`config.mk`:
```
export PLATFORM = sky130hd
export DESIGN_NAME = branch_resolve_unit
export DESIGN_NICKNAME = d
export VERILOG_FILES = /design/src/rtl/branch_resolve_unit.sv
export SDC_FILE = /design/constraint.sdc
export NUM_CORES = 1
export LEC_CHECK = 0
export CAP_MARGIN = 30
export CORE_MARGIN = 4
export CORE_UTILIZATION = 25
export DETAILED_ROUTE_END_ITERATION = 10
export PLACE_DENSITY_LB_ADDON = 0.08
export SYNTH_ARGS = -nofsm -noshare
export SYNTH_HDL_FRONTEND = slang
export SYNTH_SLANG_ARGS = --single-unit
```
`constraint.sdc`:
```
create_clock -name clk -period 22.3 [get_ports clk]
set_input_delay 5.575 -clock clk [delete_from_list [all_inputs] [get_ports clk]]
set_output_delay 5.575 -clock clk [all_outputs]
set_load 0.03 [all_outputs]
```
`src/rtl/branch_resolve_unit.sv`:
```
// Resolves B-type/JAL/JALR, checks the front-end prediction and flags redirects; one registered slot.
// Latency 1 cycle; ready_o = ~valid_o | ready_i, the slot holds while stalled and flush_i kills it.
module branch_resolve_unit #(
  parameter int XLEN       = 64,
  parameter int CNT_W      = 32,
  parameter int ILEN_BYTES = 4
) (
  input  logic             clk,
  input  logic             rst,
  input  logic             valid_i,
  output logic             ready_o,
  input  logic [XLEN-1:0]  pc_i,
  input  logic [XLEN-1:0]  opr_a_i,
  input  logic [XLEN-1:0]  opr_b_i,
  input  logic [XLEN-1:0]  imm_i,
  input  logic             is_b_type_i,
  input  logic             is_jal_i,
  input  logic             is_jalr_i,
  input  logic [2:0]       funct3_i,
  input  logic             pred_taken_i,
  input  logic [XLEN-1:0]  pred_target_i,
  input  logic             flush_i,
  output logic             valid_o,
  input  logic             ready_i,
  output logic             taken_o,
  output logic [XLEN-1:0]  target_o,
  output logic [XLEN-1:0]  link_o,
  output logic             redirect_o,
  output logic [XLEN-1:0]  redirect_pc_o,
  output logic             misaligned_o,
  output logic [CNT_W-1:0] ctrl_cnt_o,
  output logic [CNT_W-1:0] mispred_cnt_o
);

  typedef struct packed {
    logic            taken;
    logic [XLEN-1:0] target;
    logic [XLEN-1:0] link;
    logic            redirect;
    logic [XLEN-1:0] redirect_pc;
    logic            misaligned;
  } res_t;

  res_t            res_q;
  res_t            res_d;
  logic            vld_q;
  logic            accept;
  logic            is_ctrl;
  logic            cond;
  logic            taken;
  logic            mispred;
  logic [XLEN-1:0] target;
  logic [XLEN-1:0] fall_thru;

  assign ready_o = ~vld_q | ready_i;
  assign accept  = valid_i & ready_o & ~flush_i;
  assign is_ctrl = is_b_type_i | is_jal_i | is_jalr_i;

  always_comb begin
    cond = 1'b0;
    unique case (funct3_i)
      3'b000:  cond = (opr_a_i == opr_b_i);
      3'b001:  cond = (opr_a_i != opr_b_i);
      3'b100:  cond = ($signed(opr_a_i) <  $signed(opr_b_i));
      3'b101:  cond = ($signed(opr_a_i) >= $signed(opr_b_i));
      3'b110:  cond = (opr_a_i <  opr_b_i);
      3'b111:  cond = (opr_a_i >= opr_b_i);
      default: cond = 1'b0;
    endcase
  end

  always_comb begin
    fall_thru = pc_i + XLEN'(ILEN_BYTES);
    // JALR wins over JAL, which wins over a conditional branch
    if (is_jalr_i) begin
      taken  = 1'b1;
      target = (opr_a_i + imm_i) & ~XLEN'(1);
    end else if (is_jal_i) begin
      taken  = 1'b1;
      target = pc_i + imm_i;
    end else begin
      taken  = is_b_type_i & cond;
      target = pc_i + imm_i;
    end
    mispred = (taken != pred_taken_i) |
              (taken & pred_taken_i & (target != pred_target_i));

    res_d.taken       = taken;
    res_d.target      = target;
    res_d.link        = fall_thru;
    res_d.misaligned  = taken & target[1];
    res_d.redirect    = mispred & ~res_d.misaligned;
    res_d.redirect_pc = taken ? target : fall_thru;
  end

  always_ff @(posedge clk) begin
    if (rst) begin
      vld_q         <= 1'b0;
      res_q         <= '0;
      ctrl_cnt_o    <= '0;
      mispred_cnt_o <= '0;
    end else begin
      if (flush_i) begin
        vld_q <= 1'b0;
        res_q <= '0;
      end else if (accept) begin
        vld_q <= 1'b1;
        res_q <= res_d;
      end else if (vld_q & ready_i) begin
        vld_q <= 1'b0;
        res_q <= '0;
      end
      if (accept & is_ctrl & (ctrl_cnt_o != '1))
        ctrl_cnt_o <= ctrl_cnt_o + CNT_W'(1);
      if (accept & res_d.redirect & (mispred_cnt_o != '1))
        mispred_cnt_o <= mispred_cnt_o + CNT_W'(1);
    end
  end

  assign valid_o       = vld_q;
  assign taken_o       = res_q.taken;
  assign target_o      = res_q.target;
  assign link_o        = res_q.link;
  assign redirect_o    = res_q.redirect;
  assign redirect_pc_o = res_q.redirect_pc;
  assign misaligned_o  = res_q.misaligned;

endmodule

```
Word-level counts from Yosys, hierarchy flattened
Cells that the tools add are included.
{"block": "word_totals", "regBits": 260, "in_bits": 332, "out_inout_bits": 261, "elab_cells": 60}
{"block": "classes", "addsub": 5, "magnitude_cmp": 4, "n_eq_ne": 11, "muxes": 9, "n_bitwise": 19, "reduce_logical": 3}
{"operator": "$mux W195", "count": 2}
{"operator": "$add A64 B64 Y64", "count": 2}
{"operator": "$ge A64 B64 Y1", "count": 2}
{"operator": "$lt A64 B64 Y1", "count": 2}
{"operator": "$mux W64", "count": 2}
{"operator": "$ne A64 B64 Y1", "count": 2}
{"operator": "$add A32 B1 Y32 const B", "count": 2}
{"operator": "$add A64 B3 Y64 const B", "count": 1}
{"operator": "$eq A64 B64 Y1", "count": 1}
{"operator": "$ne A32 B32 Y1 const B", "count": 2}
{"operator": "$and A1 B1 Y1", "count": 12}
{"operator": "$eq A3 B3 Y1 const B", "count": 4}
{"operator": "$pmux W1 S6", "count": 1}
{"operator": "$mux W1", "count": 4}
{"operator": "$or A1 B1 Y1", "count": 4}
{"operator": "$eq A3 B1 Y1 const B", "count": 1}
{"operator": "$logic_not A3 Y1", "count": 1}
{"operator": "$not A1 Y1", "count": 3}
{"operator": "$reduce_bool A2 Y1", "count": 1}
{"operator": "$reduce_or A2 Y1", "count": 1}
{"operator": "$ne A1 B1 Y1", "count": 1}

Longest topological paths before layout
Gate-level depths: netlist (run 1).
{"block": "logic_depth", "word_depth": 11, "ltp_mapped": 27, "depth_no_buf": 24}

Least setup slack after synthesis (run 1)
Ideal clock, no wire load.
{"block": "synth_timing", "kind": "input port to output port", "start": "input ready_i", "end": "output ready_o", "arrival_time_ns": 5.901, "required_ns": 16.725, "setup_slack_ns": 10.824, "cell_stages": 2, "n_path_buf": 0, "path_cell_list": "nor2b_1 -> inv_1"}
{"block": "synth_via", "elab_chain_len": 1}
{"element": "from (decl)", "line_no": "24", "text": "input logic ready_i,"}
{"element": "$or A1 B1 Y1", "line_no": "55", "text": "assign ready_o = ~vld_q | ready_i;"}
{"element": "to (decl)", "line_no": "11", "text": "output logic ready_o,"}
No other way between the ends.

Worst setup path in the final report (run 1)
{"block": "layout_timing", "start": "input opr_b_i[5]", "end": "register mispred_cnt_o[29]"}
{"block": "layout_via", "elab_chain_len": 11, "elab_cells_between_ends": 19, "classes_between": "order compare (4); eq/ne (3); mux (3); bitwise (9)"}
{"element": "from (decl)", "line_no": "14", "text": "input logic [XLEN-1:0] opr_b_i,"}
{"element": "$ge A64 B64 Y1 (tied with other cells)", "line_no": "67", "text": "3'b111: cond = (opr_a_i >= opr_b_i);"}
{"element": "$pmux W1 S6 (*)", "line_no": "61", "text": "unique case (funct3_i)"}
{"element": "$and A1 B1 Y1 (*)", "line_no": "82", "text": "taken = is_b_type_i & cond;"}
{"element": "$mux W1 (*)", "line_no": "78", "text": "end else if (is_jal_i) begin"}
{"element": "$mux W1 (*)", "line_no": "75", "text": "if (is_jalr_i) begin"}
{"element": "$and A1 B1 Y1 (2 in a row)", "line_no": "86", "text": "(taken & pred_taken_i & (target != pred_target_i));"}
{"element": "$or A1 B1 Y1", "line_no": "85", "text": "mispred = (taken != pred_taken_i) |"}
{"element": "$and A1 B1 Y1 (*)", "line_no": "92", "text": "res_d.redirect = mispred & ~res_d.misaligned;"}
{"element": "$and A1 B1 Y1 (*) (2 in a row)", "line_no": "115", "text": "if (accept & res_d.redirect & (mispred_cnt_o != '1))"}
{"element": "to (signal assigned)", "line_no": "116", "text": "mispred_cnt_o <= mispred_cnt_o + CNT_W'(1);"}
{"element": "to (decl)", "line_no": "32", "text": "output logic [CNT_W-1:0] mispred_cnt_o"}
Mark *: on every way between the ends. The rest lies on a longest branch, timed or not.
A chain may end at the register's enable or synchronous reset.

==> out/metrics.cfg, run 1 <==
[routing]
drtIter0Drc = 2217
wl_met3_mm = 7.66
m1WireLength_mm = 65.4
routed.top_layer = met5
vias_per_cell = 5.41
post_drt_wl_per_cell_um = 26.8
drc = 0
dr_wl_met2_mm = 64.8
wirelength_mm = 141
dr.pass1.iters = 8
ant_nets = 0
vias = 28400

[synthesis]
netlist_area_um2 = 24900
ys_seq_area_frac = 0.209
avgSynthCellArea_um2 = 7.16
synth.distinct_cells = 84
ys_warn_count = 0
ys_ff_latch = 260
synth_cells = 3486
synth-main-ff-cell = dfxtp_1
synth_edf_count = 0
async_reset_ff_frac = 0
syn-num-nets = 4013

[floorplanning]
top_level_ports = 593
initial_utilization = 0.253
die_w_um = 324
die_area_um2 = 105000
die_height_um = 324
rows = 115
core_area_um2 = 98700

[critical_path]
cp_slowest_cell = nand3_1
r2r-end = mispred_cnt_o[29]
cp-start-kind = primary input
r2r_cells = 8
worstSetupEndpointType = flip-flop
crit_buf_inv = 4
crit_fanout = 35
cp_common_cell = nor4_1
critical_path_depth = 26
cpPeakStageDelay_ps = 920
path_delay_family = simple AND/OR/NAND/NOR gates
worst_ep_required_time_ps = 22750
cp_data_arrival_time_ps = 13530
reg2reg_slack_ps = 18640
r2r-start = valid_o
path_class = primary input to flip-flop

[grt]
antenna_found_initial = 19
grt_pass1_wl_mm = 196
first_global_vias = 27400
grt_use_total = 0.254
grt_max_degree = 94
gr-total-overflow = 0

[place]
dp_hpwl_mm = 118
numPortBuffers = 592
placed_cells = 5190
place_congestion = 0.974
place_ws_ps = 8540

[clocking]
cts_buffers = 26
cts_buffer_depth = 3
clkLatencyLatePin_ps = 550
post_cts_buffers = 0
clk_pin_slew_ps = 70
ctsResizeCount = 0
h-tree-depth = 1
clock-root-buffer = clkbuf_16
cts.sinks = 260
cts_tree = done
holdBufCountCts = 0

[timing]
slew_headroom = 0.317
finalCriticalPeriod_ps = 13080
hold_viol = 0
hold_slack_ps = 454
rsz0062_at_grt = false
slew_violations = 0
period_share = 0.586
setup_viol = 0
clock_skew_ps = 12.3
tns_ps = 0
tightest_slew_ps = 1030
max_freq_mhz = 76.5
worst_slack_ps = 9220

[cells_and_area]
area_growth_syn_to_layout_pct = 32.0
fin_nets = 4458
fillers = 10700
register_area_um2 = 5200
drive_gt1_frac = 0.0329
utilization = 0.334
fin_cells = 5254
multi_input_area_um2 = 18600

[power]
p_leak_nw = 12.4
ir_drop_v = 0.0000571
power_density_nw_per_um2 = 52.4

[job]
cap_violations = 0

[min_path]
hp-start = redirect_pc_o[18]
min_to = redirect_pc_o[18]
min-delay-path-class = flip-flop to flip-flop
holdPathStages = 2

[status]
status = completed

==> kinds of logic after synthesis <==
family,share of synthesized area
buf+inv,0.0489
fa+ha+maj,0.0984
xor+xnor,0.0900
compound gates,0.260
simple gates,0.265
mux,0.0288
flops,0.209
==> worst max path at each step <==
stage,slack (ps),end,from
floorplan,10820,ready_o,ready_i
global placement,8840,mispred_cnt_o[8],opr_b_i[5]
detailed placement,8540,mispred_cnt_o[29],opr_b_i[5]
CTS,9100,mispred_cnt_o[16],opr_b_i[5]
global route,8740,mispred_cnt_o[16],opr_b_i[5]
finish,9220,mispred_cnt_o[29],opr_b_i[5]
==> final cells by class <==
type,instances,area share
timing repair buffer,617,0.186
sequential,260,0.158
inverter,120,0.0137
tap,1287,0.0489
antenna,17,0.00129
multi-input combinational,2906,0.563
clock buffer,35,0.0230
clock inverter,12,0.00589
==> worst min-delay path: cells and delay by family, from the launching register on <==
kind,cells,cell delay [ps]
compound gates,1,50
simple gates,1,40
flops,1,330
==> state kept, by name, summed over array words and instances (netlist names) <==
signal / flops
target_o: 64
misaligned_o: 1
mispred_cnt_o: 32
taken_o: 1
valid_o: 1
redirect_o: 1
redirect_pc_o: 64
ctrl_cnt_o: 32
link_o: 64
==> stage by stage <==
stage,cell area (um2),total power [mW]
2_1_floorplan,24900,0.904
3_3_place_gp,31900,1.23
3_5_place_dp,31900,1.22
4_1_cts,32900,1.73
5_1_grt,32900,1.80
6_report,32900,1.72
==> cells in the final DEF (no fill, tap or decap), types with 70 or more instances in the layout <==
master	count
clkdlybuf4s50_1	590
xor2_1	117
o21ai_0	197
xnor2_1	113
dfxtp_1	260
nand4_1	122
inv_1	118
a21oi_1	341
nand3_1	97
ha_1	193
nand2_1	391
nor2_1	417
a22oi_1	70
==> Yosys cell counts (all sizes together) (25+ instances only) <==
cell      n  share of area
nor2    419          0.063
nand2   391          0.059
a21oi   342          0.069
dfxtp   260           0.21
o21ai   211          0.042
ha      193          0.097
clkbuf  174          0.026
nand4   122          0.031
inv     120          0.018
xor2    117          0.041
xnor2   113          0.040
nand3    97          0.019
a22oi    70          0.021
a21o     68          0.020
nor3     60          0.012
mux2i    56          0.022
and3     51          0.013
a31oi    39          0.010
nor4     38         0.0098
or3      31         0.0078
a211oi   30         0.0098
nor2b    29         0.0073
o21a     27         0.0081
buf      26         0.0046
o211ai   25         0.0075
==> report_power, final <==
part,internal [mW],switching (mW)
registers,0.475,0.00750
clock network,0.296,0.206
logic,0.262,0.478
==> layer usage <==
| layer | vias up | track usage |
|---|---|---|
| met5 | - | 0 |
| met4 | 14 | 0.0471 |
| met3 | 119 | 0.0283 |
| met2 | 913 | 0.425 |
| met1 | 13800 | 0.354 |
| li1 | 13600 | - |
(Power assumes the default switching activity.)
==> inputs of run 2 (changes only) <==
==> constraint.sdc (replaced) <==
create_clock -name clk -period 11.3 [get_ports clk]
set_input_delay 2.825 -clock clk [delete_from_list [all_inputs] [get_ports clk]]
set_output_delay 2.825 -clock clk [all_outputs]
set_load 0.03 [all_outputs]
==> run 2 against run 1 <==
Wire length up 0.35%; critical path type unchanged; utilization barely moved; die area unchanged; hold slack better by 0.72 ps; first-iteration DRC count grew 15%; via count is 0.83% higher; register-to-register slack got worse by 11000 ps; clock-buffer cell count grew 6; sequential cell count is the same; sequential power increased by 98%.
==> out/metrics.cfg, run 2 (synthesized netlist as in run 1, its figures left out) <==
[status]
status = completed

[floorplanning]
rows = 115
top_level_ports = 593
core_area_um2 = 98700
die_height_um = 324
die_w_um = 324
die_area_um2 = 105000
initial_utilization = 0.253

[routing]
vias = 28700
drtIter0Drc = 2553
wirelength_mm = 141
drc = 0
dr.pass1.iters = 6
ant_nets = 0
vias_per_cell = 5.46
post_drt_wl_per_cell_um = 26.9

[grt]
antenna_found_initial = 18
grt_use_total = 0.255
grt_pass1_wl_mm = 196
grt_max_degree = 89
gr-total-overflow = 0
first_global_vias = 27500

[power]
ir_drop_v = 0.0000803
power_frac_comb = 0.444
p_leak_nw = 12.4
power_switching_mw = 1.36
power_density_nw_per_um2 = 101
power_mw = 3.31
clkPwrFrac = 0.268
p_seq_frac = 0.288
switching_share = 0.410
p_int_mw = 1.96

[cells_and_area]
fin_nets = 4466
layout_commonest_cell = clkdlybuf4s50_1
drive_gt1_frac = 0.0331
utilization = 0.333
area_growth_syn_to_layout_pct = 31.8
final_cell_mix = 590 x clkdlybuf4s50_1, 417 x nor2_1, 391 x nand2_1, 341 x a21oi_1, 260 x dfxtp_1
fillers = 10800

[clocking]
clk_pin_slew_ps = 60
clock-root-buffer = clkbuf_16
cts_buffer_depth = 3
cts_tree = done
clkLatencyLatePin_ps = 550
h-tree-depth = 1
holdBufCountCts = 0
ctsResizeCount = 0
post_cts_buffers = 0
cts_buffers = 27
cts.sinks = 260

[timing]
finalCriticalPeriod_ps = 9260
clock_skew_ps = 19.7
worst_slack_ps = 2040
setup_viol = 0
tightest_slew_ps = 1120
slew_violations = 0
hold_viol = 0
max_freq_mhz = 108
hold_slack_ps = 455
rsz0062_at_grt = false
period_share = 0.819
tns_ps = 0
slew_headroom = 0.230

[job]
cap_violations = 0

[critical_path]
r2r_cells = 12
crit_fanout = 23
r2r-end = ctrl_cnt_o[31]
worstSetupEndpointType = flip-flop
reg2reg_slack_ps = 7910
cp-start-kind = primary input
r2r-start = ctrl_cnt_o[15]
path_class = primary input to flip-flop
worst_ep_required_time_ps = 11730
cp_data_arrival_time_ps = 9680

[place]
place_ws_ps = 1420
dp_hpwl_mm = 119
numPortBuffers = 592
place_congestion = 0.945

[min_path]
min-delay-path-class = flip-flop to flip-flop
hp-start = target_o[61]
min_to = target_o[61]
holdPathStages = 2

-- run 2: worst max-delay path by stage --
| stage | start | end |
|---|---|---|
| after floorplan | opr_b_i[25] | mispred_cnt_o[8] |
| after global placement | opr_a_i[20] | mispred_cnt_o[29] |
| final | opr_a_i[25] | mispred_cnt_o[16] |
| after global routing | opr_a_i[20] | mispred_cnt_o[18] |
| after detailed placement | opr_a_i[9] | mispred_cnt_o[29] |
| after CTS | opr_a_i[9] | mispred_cnt_o[18] |
-- run 2: critical path, stage by stage --
cell and delay (ps):
clkdlybuf4s50_1 450, ha_1 330, a21o_1 180, a21o_1 170, a21o_1 170, a21o_1 170
a211oi_1 250, o211ai_1 290, a211oi_2 360, nand2_1 100, or3_1 390, a31oi_4 340
inv_2 70, ha_1 340, nor4_1 380, o221ai_1 190, nand4b_1 220, nor4_1 220
nand4_1 230, nor4_1 760, nand4_1 390, nand3_1 190, buf_4 280, nor4_1 80
mux2_2 290
-- run 2: power by group through the flow --
stage / clock, mW / sequential [mW] / combinational [mW]
after floorplan: 0 / 1.01 / 0.771
after global placement: 0 / 0.974 / 1.45
after detailed placement: 0 / 0.975 / 1.44
after CTS: 0.915 / 0.954 / 1.45
after global routing: 0.945 / 0.956 / 1.57
final: 0.889 / 0.954 / 1.47
-- run 2: layout make-up --
cell class	count	area [um2]	share of cell area
repair buffers	624	6190	0.188
inverters	120	450	0.0137
well taps	1287	1610	0.0490
multi-input cells	2906	18600	0.564
clock buffers	41	778	0.0237
flip-flops and latches	260	5200	0.158
diodes	13	32.5	0.000989
clock inverters	6	65.1	0.00198
-- run 2: layer usage --
| metal | wire length [um] | part of all wire | GRT usage |
|---|---|---|---|
| met2 | 64800 | 0.46 | 0.423 |
| met1 | 66000 | 0.47 | 0.359 |
| met5 | 60 | 0.00043 | 0 |
| met4 | 2510 | 0.018 | 0.0504 |
| met3 | 7770 | 0.055 | 0.0258 |
-- run 2: per-stage QoR --
step,std cells,instance area [um2]
global route,5254,32900
floorplan,3486,24900
finish,5257,32900
detailed placement,5195,32000
CTS,5242,32800
global placement,5190,31900
==> inputs of run 3 (changes only) <==
==> constraint.sdc (replaced) <==
create_clock -name clk -period 8.63 [get_ports clk]
set_input_delay 2.1575 -clock clk [delete_from_list [all_inputs] [get_ports clk]]
set_output_delay 2.1575 -clock clk [all_outputs]
set_load 0.03 [all_outputs]
==> run 3 against run 2 <==
Cell area grew 1.3%; sequential share of layout area decreased by 0.21 points; non-clock buffer count up 49; critical path depth rose by 3; via count increased by 0.76%; final cell count is 0.93% higher; utilization rose by 0.44 points; hold slack got worse by 0.66 ps; clock skew down 7.8 ps; sequential power is 31% higher; critical path type unchanged.
==> out/metrics.cfg, run 3 (synthesized netlist as in run 1, its figures left out) <==
[timing]
rsz0062_at_grt = false
hold_slack_ps = 454
setup_viol = 0
max_freq_mhz = 124
tightest_slew_ps = 1070
clock_skew_ps = 11.9
period_share = 0.938
finalCriticalPeriod_ps = 8090
tns_ps = 0
slew_violations = 0
slew_headroom = 0.279
hold_viol = 0

[floorplanning]
rows = 115
top_level_ports = 593
die_w_um = 324
core_area_um2 = 98700
initial_utilization = 0.253
die_height_um = 324
die_area_um2 = 105000

[cells_and_area]
design_area_um2 = 33300
fin_nets = 4516
layout_commonest_cell = clkdlybuf4s50_1
area_growth_syn_to_layout_pct = 33.6
fillers = 10600
final_cell_mix = 590 x clkdlybuf4s50_1, 417 x nor2_1, 391 x nand2_1, 341 x a21oi_1, 260 x dfxtp_1
drive_gt1_frac = 0.0460

[clocking]
clkLatencyLatePin_ps = 550
cts.sinks = 260
clk_pin_slew_ps = 60
cts_buffers = 28
cts_tree = done
clock-root-buffer = clkbuf_16
cts_buffer_depth = 3
h-tree-depth = 1

[critical_path]
cp_slowest_cell = clkdlybuf4s50_1
r2r_cells = 12
r2r-start = ctrl_cnt_o[15]
cpPeakStageDelay_ps = 480
cp-start-kind = primary input
reg2reg_slack_ps = 5170
crit_buf_inv = 6
worst_ep_required_time_ps = 9060
crit_fanout = 16
cp_data_arrival_time_ps = 8530
r2r-end = ctrl_cnt_o[31]
cp_common_cell = nor4_1
critical_path_depth = 28
worstSetupEndpointType = flip-flop
path_class = primary input to flip-flop
path_delay_family = simple AND/OR/NAND/NOR gates

[routing]
vias_per_cell = 5.45
post_drt_wl_per_cell_um = 26.4
vias = 28900
drtIter0Drc = 2436
ant_nets = 0
drc = 0
wirelength_mm = 140
dr.pass1.iters = 5

[power]
p_leak_nw = 12.7
power_mw = 4.40
ir_drop_v = 0.000101
power_density_nw_per_um2 = 132

[min_path]
min-delay-path-class = flip-flop to flip-flop
holdPathStages = 2
min_to = redirect_pc_o[18]
hp-start = redirect_pc_o[18]

[place]
placed_cell_area_um2 = 32400
dp_hpwl_mm = 119
place_congestion = 0.943
numPortBuffers = 592

[grt]
grt_max_degree = 157
first_global_vias = 27600
grt.met2_usage = 0.421
antenna_found_initial = 18
gr-total-overflow = 0
grt-busiest-layer = met2
grt_use_total = 0.252
met3_usage = 0.0249
grt_pass1_wl_mm = 195
use_met1 = 0.352

[job]
cap_violations = 0

[status]
status = completed

-- run 3: timing repair --
| item | in CTS | in global routing |
|---|---|---|
| endpoints found under the hold margin | 0 | 0 |
| setup buffers | 0 | 0 |
| endpoints found under the setup margin | 0 | 12 |
| resized for setup | 0 | 1 |
| hold buffers | 0 | 0 |
-- run 3: worst max-delay path by stage --
stage | slack, ps | to | start
after floorplan | 1220 | mispred_cnt_o[8] | opr_b_i[25]
after global placement | -20 | mispred_cnt_o[0] | opr_a_i[13]
after detailed placement | -280 | mispred_cnt_o[26] | opr_a_i[13]
after CTS | 260 | mispred_cnt_o[26] | opr_a_i[13]
after global routing | 90 | mispred_cnt_o[0] | opr_a_i[13]
final | 540 | mispred_cnt_o[29] | opr_a_i[13]
-- run 3: routing by layer --
| metal | up-vias | wire [um] | part of all wire |
|---|---|---|---|
| li1 | 13800 | - | - |
| met1 | 13900 | 64800 | 0.46 |
| met2 | 1085 | 63900 | 0.46 |
| met3 | 136 | 8150 | 0.058 |
| met4 | 6 | 3200 | 0.023 |
| met5 | - | 46 | 0.00033 |
-- run 3: report_power, final --
group	internal (mW)	total (mW)	switching [mW]	leakage, nW
Sequential	1.23	1.25	0.0207	2.10
Clock	0.691	1.20	0.505	0.436
Combinational	0.712	1.95	1.24	10.1
-- run 3: area by class of cell --
class	instances	area, um2	share of cell area
inverter	120	450	0.0135
tap	1287	1610	0.0483
multi-input combinational	2906	18600	0.557
clock buffer	36	782	0.0235
timing repair buffer	673	6580	0.198
antenna	15	37.5	0.00113
clock inverter	9	97.6	0.00293
sequential	260	5200	0.156
-- run 3: worst min-delay path, stage by stage (launching register included) --
cell and delay, ps:
dfxtp_1 320, nand2_1 40, o21ai_0 50
-- run 3: stage by stage --
| step | std cells | util | setup WS (ps) |
|---|---|---|---|
| detailed placement | 5246 | 0.328 | -284 |
| finish | 5306 | 0.338 | 539 |
| global placement | 5245 | 0.328 | -17.7 |
| global route | 5302 | 0.337 | 94.3 |
| CTS | 5291 | 0.337 | 259 |
| floorplan | 3486 | - | 1220 |
